--- src/rtl/calc_ctrl.sv ---
// Cursor-driven 4x4 keypad calculator: synchronised/edge-detected keys move a cursor,
// and "ok" feeds the selected cell into a small single-digit arithmetic FSM.
module calc_ctrl (
  input  logic        clk_in,
  input  logic        sys_rst,
  input  logic        key_up,
  input  logic        key_down,
  input  logic        key_left,
  input  logic        key_right,
  input  logic        key_ok,
  output logic [3:0]  cursor_x,
  output logic [3:0]  cursor_y,
  output logic [7:0]  input_val,
  output logic [7:0]  op_char,
  output logic [15:0] result,
  output logic        calc_done
);

  typedef enum logic [2:0] {S_IDLE, S_A, S_OP, S_B, S_DONE} state_t;
  typedef enum logic [2:0] {K_NONE, K_DIGIT, K_OP, K_CLR, K_EQ} kind_t;

  // Key vector order: ok, up, down, left, right (bit 4 has the highest priority)
  logic [4:0]  keys_s;
  logic [4:0]  sync1_r, sync2_r, prev_r, armed_r, rise_s;
  logic [1:0]  fill_r;
  state_t      state_r, state_s;
  kind_t       kind_s;
  logic [3:0]  a_r, a_s, b_r, b_s, digit_s;
  logic [7:0]  opc_s;
  logic [3:0]  cursor_x_s, cursor_y_s;
  logic [7:0]  input_val_s, op_char_s;
  logic [15:0] result_s;
  logic        calc_done_s;

  function automatic logic [15:0] calc_fn(input logic [3:0] a, input logic [3:0] b,
                                          input logic [7:0] op);
    logic [15:0] a16;
    logic [15:0] b16;
    logic [15:0] r;
    a16 = {12'd0, a};
    b16 = {12'd0, b};
    case (op)
      8'h2B:   r = a16 + b16;
      8'h2D:   r = (a >= b) ? (a16 - b16) : 16'd0;
      8'h2A:   r = a16 * b16;
      default: r = 16'd0;
    endcase
    return r;
  endfunction

  assign keys_s = {key_ok, key_up, key_down, key_left, key_right};
  // A key only arms once it has been seen released after the chain refilled post-reset,
  // so a key held across reset release cannot fire.
  assign rise_s = sync2_r & ~prev_r & armed_r;

  // Key synchronisers, edge-detect history and arming
  always_ff @(posedge clk_in or posedge sys_rst) begin
    if (sys_rst) begin
      sync1_r <= 5'd0;
      sync2_r <= 5'd0;
      prev_r  <= 5'd0;
      armed_r <= 5'd0;
      fill_r  <= 2'd0;
    end else begin
      sync1_r <= keys_s;
      sync2_r <= sync1_r;
      prev_r  <= sync2_r;
      if (fill_r != 2'd2) begin
        fill_r <= fill_r + 2'd1;
      end else begin
        armed_r <= armed_r | ~sync2_r;
      end
    end
  end

  // Decode the cell under the cursor
  always_comb begin
    kind_s  = K_NONE;
    digit_s = 4'd0;
    opc_s   = 8'h00;
    case ({cursor_y, cursor_x})
      8'h00:   begin kind_s = K_DIGIT; digit_s = 4'd1; end
      8'h01:   begin kind_s = K_DIGIT; digit_s = 4'd2; end
      8'h02:   begin kind_s = K_DIGIT; digit_s = 4'd3; end
      8'h03:   begin kind_s = K_OP;    opc_s   = 8'h2B; end
      8'h10:   begin kind_s = K_DIGIT; digit_s = 4'd4; end
      8'h11:   begin kind_s = K_DIGIT; digit_s = 4'd5; end
      8'h12:   begin kind_s = K_DIGIT; digit_s = 4'd6; end
      8'h13:   begin kind_s = K_OP;    opc_s   = 8'h2D; end
      8'h20:   begin kind_s = K_DIGIT; digit_s = 4'd7; end
      8'h21:   begin kind_s = K_DIGIT; digit_s = 4'd8; end
      8'h22:   begin kind_s = K_DIGIT; digit_s = 4'd9; end
      8'h23:   begin kind_s = K_OP;    opc_s   = 8'h2A; end
      8'h30:   kind_s = K_CLR;
      8'h31:   begin kind_s = K_DIGIT; digit_s = 4'd0; end
      8'h32:   kind_s = K_EQ;
      default: kind_s = K_NONE;
    endcase
  end

  // Next-state: at most one action per cycle, ok > up > down > left > right
  always_comb begin
    state_s     = state_r;
    a_s         = a_r;
    b_s         = b_r;
    cursor_x_s  = cursor_x;
    cursor_y_s  = cursor_y;
    input_val_s = input_val;
    op_char_s   = op_char;
    result_s    = result;
    calc_done_s = calc_done;
    if (rise_s[4]) begin
      case (kind_s)
        K_CLR: begin
          state_s     = S_IDLE;
          a_s         = 4'd0;
          b_s         = 4'd0;
          input_val_s = 8'h00;
          op_char_s   = 8'h00;
          result_s    = 16'd0;
          calc_done_s = 1'b0;
        end
        K_DIGIT: begin
          case (state_r)
            S_IDLE, S_A: begin
              a_s         = digit_s;
              input_val_s = 8'h30 + {4'd0, digit_s};
              state_s     = S_A;
            end
            S_OP, S_B: begin
              b_s         = digit_s;
              input_val_s = 8'h30 + {4'd0, digit_s};
              state_s     = S_B;
            end
            S_DONE: begin
              a_s         = digit_s;
              input_val_s = 8'h30 + {4'd0, digit_s};
              op_char_s   = 8'h00;
              result_s    = 16'd0;
              calc_done_s = 1'b0;
              state_s     = S_A;
            end
            default: state_s = state_r;
          endcase
        end
        K_OP: begin
          case (state_r)
            S_A: begin
              op_char_s = opc_s;
              state_s   = S_OP;
            end
            S_OP, S_B: op_char_s = opc_s;
            default:   state_s = state_r;
          endcase
        end
        K_EQ: begin
          if (state_r == S_B) begin
            result_s    = calc_fn(a_r, b_r, op_char);
            calc_done_s = 1'b1;
            state_s     = S_DONE;
          end else begin
            state_s = state_r;
          end
        end
        default: state_s = state_r;
      endcase
    end else if (rise_s[3]) begin
      cursor_y_s = (cursor_y == 4'd0) ? 4'd3 : cursor_y - 4'd1;
    end else if (rise_s[2]) begin
      cursor_y_s = (cursor_y == 4'd3) ? 4'd0 : cursor_y + 4'd1;
    end else if (rise_s[1]) begin
      cursor_x_s = (cursor_x == 4'd0) ? 4'd3 : cursor_x - 4'd1;
    end else if (rise_s[0]) begin
      cursor_x_s = (cursor_x == 4'd3) ? 4'd0 : cursor_x + 4'd1;
    end else begin
      state_s = state_r;
    end
  end

  // State, operand and output registers
  always_ff @(posedge clk_in or posedge sys_rst) begin
    if (sys_rst) begin
      state_r   <= S_IDLE;
      a_r       <= 4'd0;
      b_r       <= 4'd0;
      cursor_x  <= 4'd0;
      cursor_y  <= 4'd0;
      input_val <= 8'h00;
      op_char   <= 8'h00;
      result    <= 16'd0;
      calc_done <= 1'b0;
    end else begin
      state_r   <= state_s;
      a_r       <= a_s;
      b_r       <= b_s;
      cursor_x  <= cursor_x_s;
      cursor_y  <= cursor_y_s;
      input_val <= input_val_s;
      op_char   <= op_char_s;
      result    <= result_s;
      calc_done <= calc_done_s;
    end
  end

endmodule

--- config.mk ---
export PLATFORM = sky130hd
export DESIGN_NAME = calc_ctrl
export DESIGN_NICKNAME = d
export VERILOG_FILES = /design/src/rtl/calc_ctrl.sv
export SDC_FILE = /design/constraint.sdc
export NUM_CORES = 1
export LEC_CHECK = 0
export CELL_PAD_IN_SITES_DETAIL_PLACEMENT = 0
export CELL_PAD_IN_SITES_GLOBAL_PLACEMENT = 1
export CORE_UTILIZATION = 25
export CTS_BUF_LIST = sky130_fd_sc_hd__clkbuf_16
export CTS_CLUSTER_SIZE = 12
export DETAILED_ROUTE_END_ITERATION = 10
export DONT_BUFFER_PORTS = 1
export PLACE_DENSITY = 0.53
export REMOVE_ABC_BUFFERS = 1
export SLEW_MARGIN = 20
export SYNTH_ARGS = -nofsm -noshare
export SYNTH_HDL_FRONTEND = slang
export SYNTH_SLANG_ARGS = --single-unit
--- constraint.sdc ---
create_clock -name clk_in -period 7.7 [get_ports clk_in]
set_clock_uncertainty 0.15 [all_clocks]
set_input_delay 1.925 -clock clk_in [delete_from_list [all_inputs] [get_ports clk_in]]
set_output_delay 1.925 -clock clk_in [all_outputs]
set_load 0.01 [all_outputs]
==> impl_summary.md <==
Worst setup path
The worst setup path is of the flip-flop to primary output kind. Measured in cells, the most critical reg-to-reg path has a length of 11. The startpoint of the worst register-to-register path is a_r[1].

The endpoint identified for the worst register-to-register timing path is result[7]. The maximum fanout along the worst path is 9. The worst setup path is captured at a primary output.

Setup slack on the worst reg-to-reg path comes out at about 4.5 ns. Data on the critical path arrives at its endpoint at 1.16 ns. Data on the critical path is required at its endpoint by 5.62 ns. STA classifies the critical path startpoint as a flip-flop.

STA
The slew at the pin with the worst max-slew slack is 0.792 ns. The max-slew violation total from the final report came to 0. After layout, the worst setup slack is 4.46 ns. The post-route worst hold slack is about 0.2 ns. The clock period could shrink to ~3.2 ns. The worst pin sits at a relative slew slack of between 40 and 50%. The maximum achievable frequency is between 0.3 and 0.4 GHz. The final-report hold violation count is 0. The number of setup violations in the final report is 0. Of the available clock period, the critical path in the final layout requires between 40% and 50%. The aggregate negative setup slack is 0 ns. Setup repair after global routing left no endpoint under its margin.

Global routing
The all-layer global routing usage is about an eighth. The largest net degree at the start of global routing is slightly above 60. The initial antenna violation count is 0. The sum of overflow across all layers after global routing is 0. The global-route wire length before repair is approximately 15000 um. The number of global-route vias before repair was around 2.8k.

Worst hold path
In this run the worst hold path is classified as flip-flop to flip-flop. The launch instance of the worst min-delay path is sync1_r[1]. The worst hold path was traced through 0 stages. The worst hold path terminates at sync2_r[1].

Route
After detailed routing, the number of remaining DRC violations is 0. In this run, the number of DRC markers left after iteration 0 of detailed routing was about 110. After detailed routing, the average wire length per cell comes to 15.4 um. The post-detailed-route via-to-cell ratio is 4.75. Summed over all layers, the routed wires come to roughly 8600 um. The number of vias after detailed routing is approximately 2.7k. The first detailed-routing pass ran for 6 iterations. The count of nets left with antenna violations once routing finished came out at 0.

Power
Combinational logic is responsible for 31.3% of the overall power. Summed over all cells, the static leakage comes to 1.87 nW. Net switching is 39.9% of the power. The total net switching power is ~0.00051 W. The clock network accounts for a little under a third of the total power. Sequential cells account for 37.3% of the total power. The maximum vdd ir drop is about 0.14 mV.

The internal power summed over all cells is around 0.00077 W. The areal power density over the cells is ~300 nW/um^2.

Synthesis
A synthesized cell averages between 10 and 15 um^2. The cell area after synthesis is between 3000 and 4000 um^2. Synthesis handed over a netlist of 370 instances.

Synthesis instantiated 67 different standard cells from the library. The fraction of registers with async set or reset after synthesis is 100%. Counting flops with a built-in enable in the synthesized netlist gives 0. The sequential share of the synthesized area is between 30% and 40%. The number of warnings issued by yosys is 0.

In this run, synthesis produced a sequential element count of 60. The most common flop cell mapped by yosys is dfrtp_1.

Outcome
The run finished with clean final reports.

Die
The full die area is around 16000 um^2. The area of the core is about 15000 um^2. The die is around 130 um wide. The initial core utilization is 25.9%. The number of top-level pins is 48. The floorplan has 44 rows. The height of the chip is about 130 um.

Clock tree
The post-cts sizing count is 0. The H-tree was split into 3 levels. The post-CTS setup-driven buffer insertion count is 0.

The clock tree root buffer cell is clkbuf_16. The clock insertion delay at the later pin of the skew report is 0.33 ns. The clock tree from TritonCTS is yes. For this design, the CTS-stage hold fixing added 0 buffers. After clock tree synthesis, the clock-pin slew on the worst setup and hold paths is approximately 0.060 ns. Clock tree synthesis inserted a total of 9 buffers. The maximum buffer depth of the clock tree is 2. Clock tree synthesis found a total of 60 sinks.

Placed design
Input and output buffers added on the ports amount to 0. The HPWL reported at the end of detailed placement is roughly 6400 um. The congestion estimate from routability-driven global placement came to roughly 0.8.

The worst slack after detailed placement is approximately 4.5 ns.

Layout
The post-layout net count is 413. The number of antenna cells inserted is 0. Relative to the synthesized area, the layout overhead comes to 11.5%.

The share of cells above drive strength 1 is 12.0%.

Job
Across the run, the number of max-cap violations was 0.
==> Yosys cell counts (all sizes together) (3+ instances only) <==
| cell type | n | area share, % |
|---|---|---|
| dfrtp | 60 | 40 |
| o21ai | 18 | 2.4 |
| a21o | 13 | 2.6 |
| o2bb2ai | 9 | 2.2 |
| xor2 | 3 | 0.69 |
| a31oi | 6 | 1.4 |
| fa | 6 | 3.2 |
| buf | 16 | 3.0 |
| and3 | 4 | 0.92 |
| a21oi | 30 | 4.2 |
| xnor2 | 7 | 1.6 |
| and2 | 7 | 1.2 |
| nand3b | 3 | 0.59 |
| ha | 31 | 10 |
| nor3 | 5 | 0.66 |
| o31ai | 4 | 0.92 |
| nand3 | 9 | 1.5 |
| nand4 | 3 | 0.50 |
| nor2 | 22 | 2.2 |
| nor4 | 3 | 1.3 |
| nor3b | 6 | 1.5 |
| inv | 28 | 2.8 |
| mux2 | 13 | 3.9 |
| nand2 | 30 | 3.2 |
==> state kept, by name, indices dropped and copies added (netlist names) <==
register   cells
a_r            4
armed_r        5
b_r            4
calc_done      1
cursor_x       4
cursor_y       4
fill_r         2
input_val      5
op_char        4
prev_r         5
result         9
state_r        3
sync1_r        5
sync2_r        5
==> layer usage <==
| layer | global-route usage, % | vias up | part of all wire, % |
|---|---|---|---|
| met2 | 19.9 | 34 | 48 |
| met4 | 3.95 | 0 | 1.4 |
| met3 | 4.11 | 11 | 4.8 |
| met1 | 14.5 | 1297 | 46 |
| li1 | - | 1308 | - |
| met5 | 0 | - | 0 |
==> cells in the final DEF (no fill, tap or decap), types with 7 or more instances in the layout <==
cell type	netlist	final
dfrtp_1	60	60
ha_1	31	31
inv_1	28	28
a21oi_1	28	28
nand2_1	28	28
nor2_1	22	22
o21ai_0	13	13
a21o_1	13	13
clkbuf_16	0	9
nand3_1	8	8
o2bb2ai_1	8	8
mux2_2	8	8
xnor2_1	7	7
and2_1	7	7
==> worst max-delay path by stage <==
stage | to | slack (ns) | cells past startpoint | from
final | result[8] | 4.46 | 0 | result[14]
after floorplan | a_r[0] | 4.14 | 1 | sys_rst
after CTS | result[8] | 4.45 | 0 | result[14]
after global placement | result[7] | 4.54 | 11 | a_r[1]
after detailed placement | result[7] | 4.49 | 11 | a_r[1]
after global routing | result[7] | 4.33 | 11 | a_r[1]
==> layout make-up <==
cell class                 count  area (um^2)
fill                        1534        10400
tap                          184          230
clock buffer                   9          225
sequential                    60         1500
timing repair buffer           1         7.51
multi-input combinational    269         2090
inverter                      28          105
clock inverter                 7         68.8
==> power by group through the flow <==
stage                     clock network, W  logic [W]  registers, W
final                             0.000399   0.000399      0.000476
after floorplan                          0   0.000317      0.000450
after global placement                   0   0.000397      0.000483
after CTS                         0.000413   0.000402      0.000479
after global routing              0.000426   0.000454      0.000491
after detailed placement                 0   0.000400      0.000484
==> kinds of logic after synthesis <==
| kind of cell | Yosys count | synth area share, % |
|---|---|---|
| AND/OR/NAND/NOR | 103 | 15.7 |
| AO/OA/AOI/OAI | 99 | 18.5 |
| flip-flops | 60 | 39.6 |
| buffers and inverters | 45 | 5.91 |
| adder cells (fa/ha/maj) | 37 | 13.4 |
| multiplexers | 15 | 4.39 |
| XOR/XNOR | 10 | 2.31 |
| other | 1 | 0.0989 |
==> through the flow <==
step	area (um^2)	instances	util [%]	total power, W
global placement	3920	542	26.8	0.000879
detailed placement	3930	542	26.8	0.000885
floorplan	3690	357	-	0.000767
finish	4220	558	28.8	0.00127
CTS	4220	558	28.8	0.00129
global route	4220	558	28.8	0.00137
No activity file was read; power rests on OpenSTA's default activity.
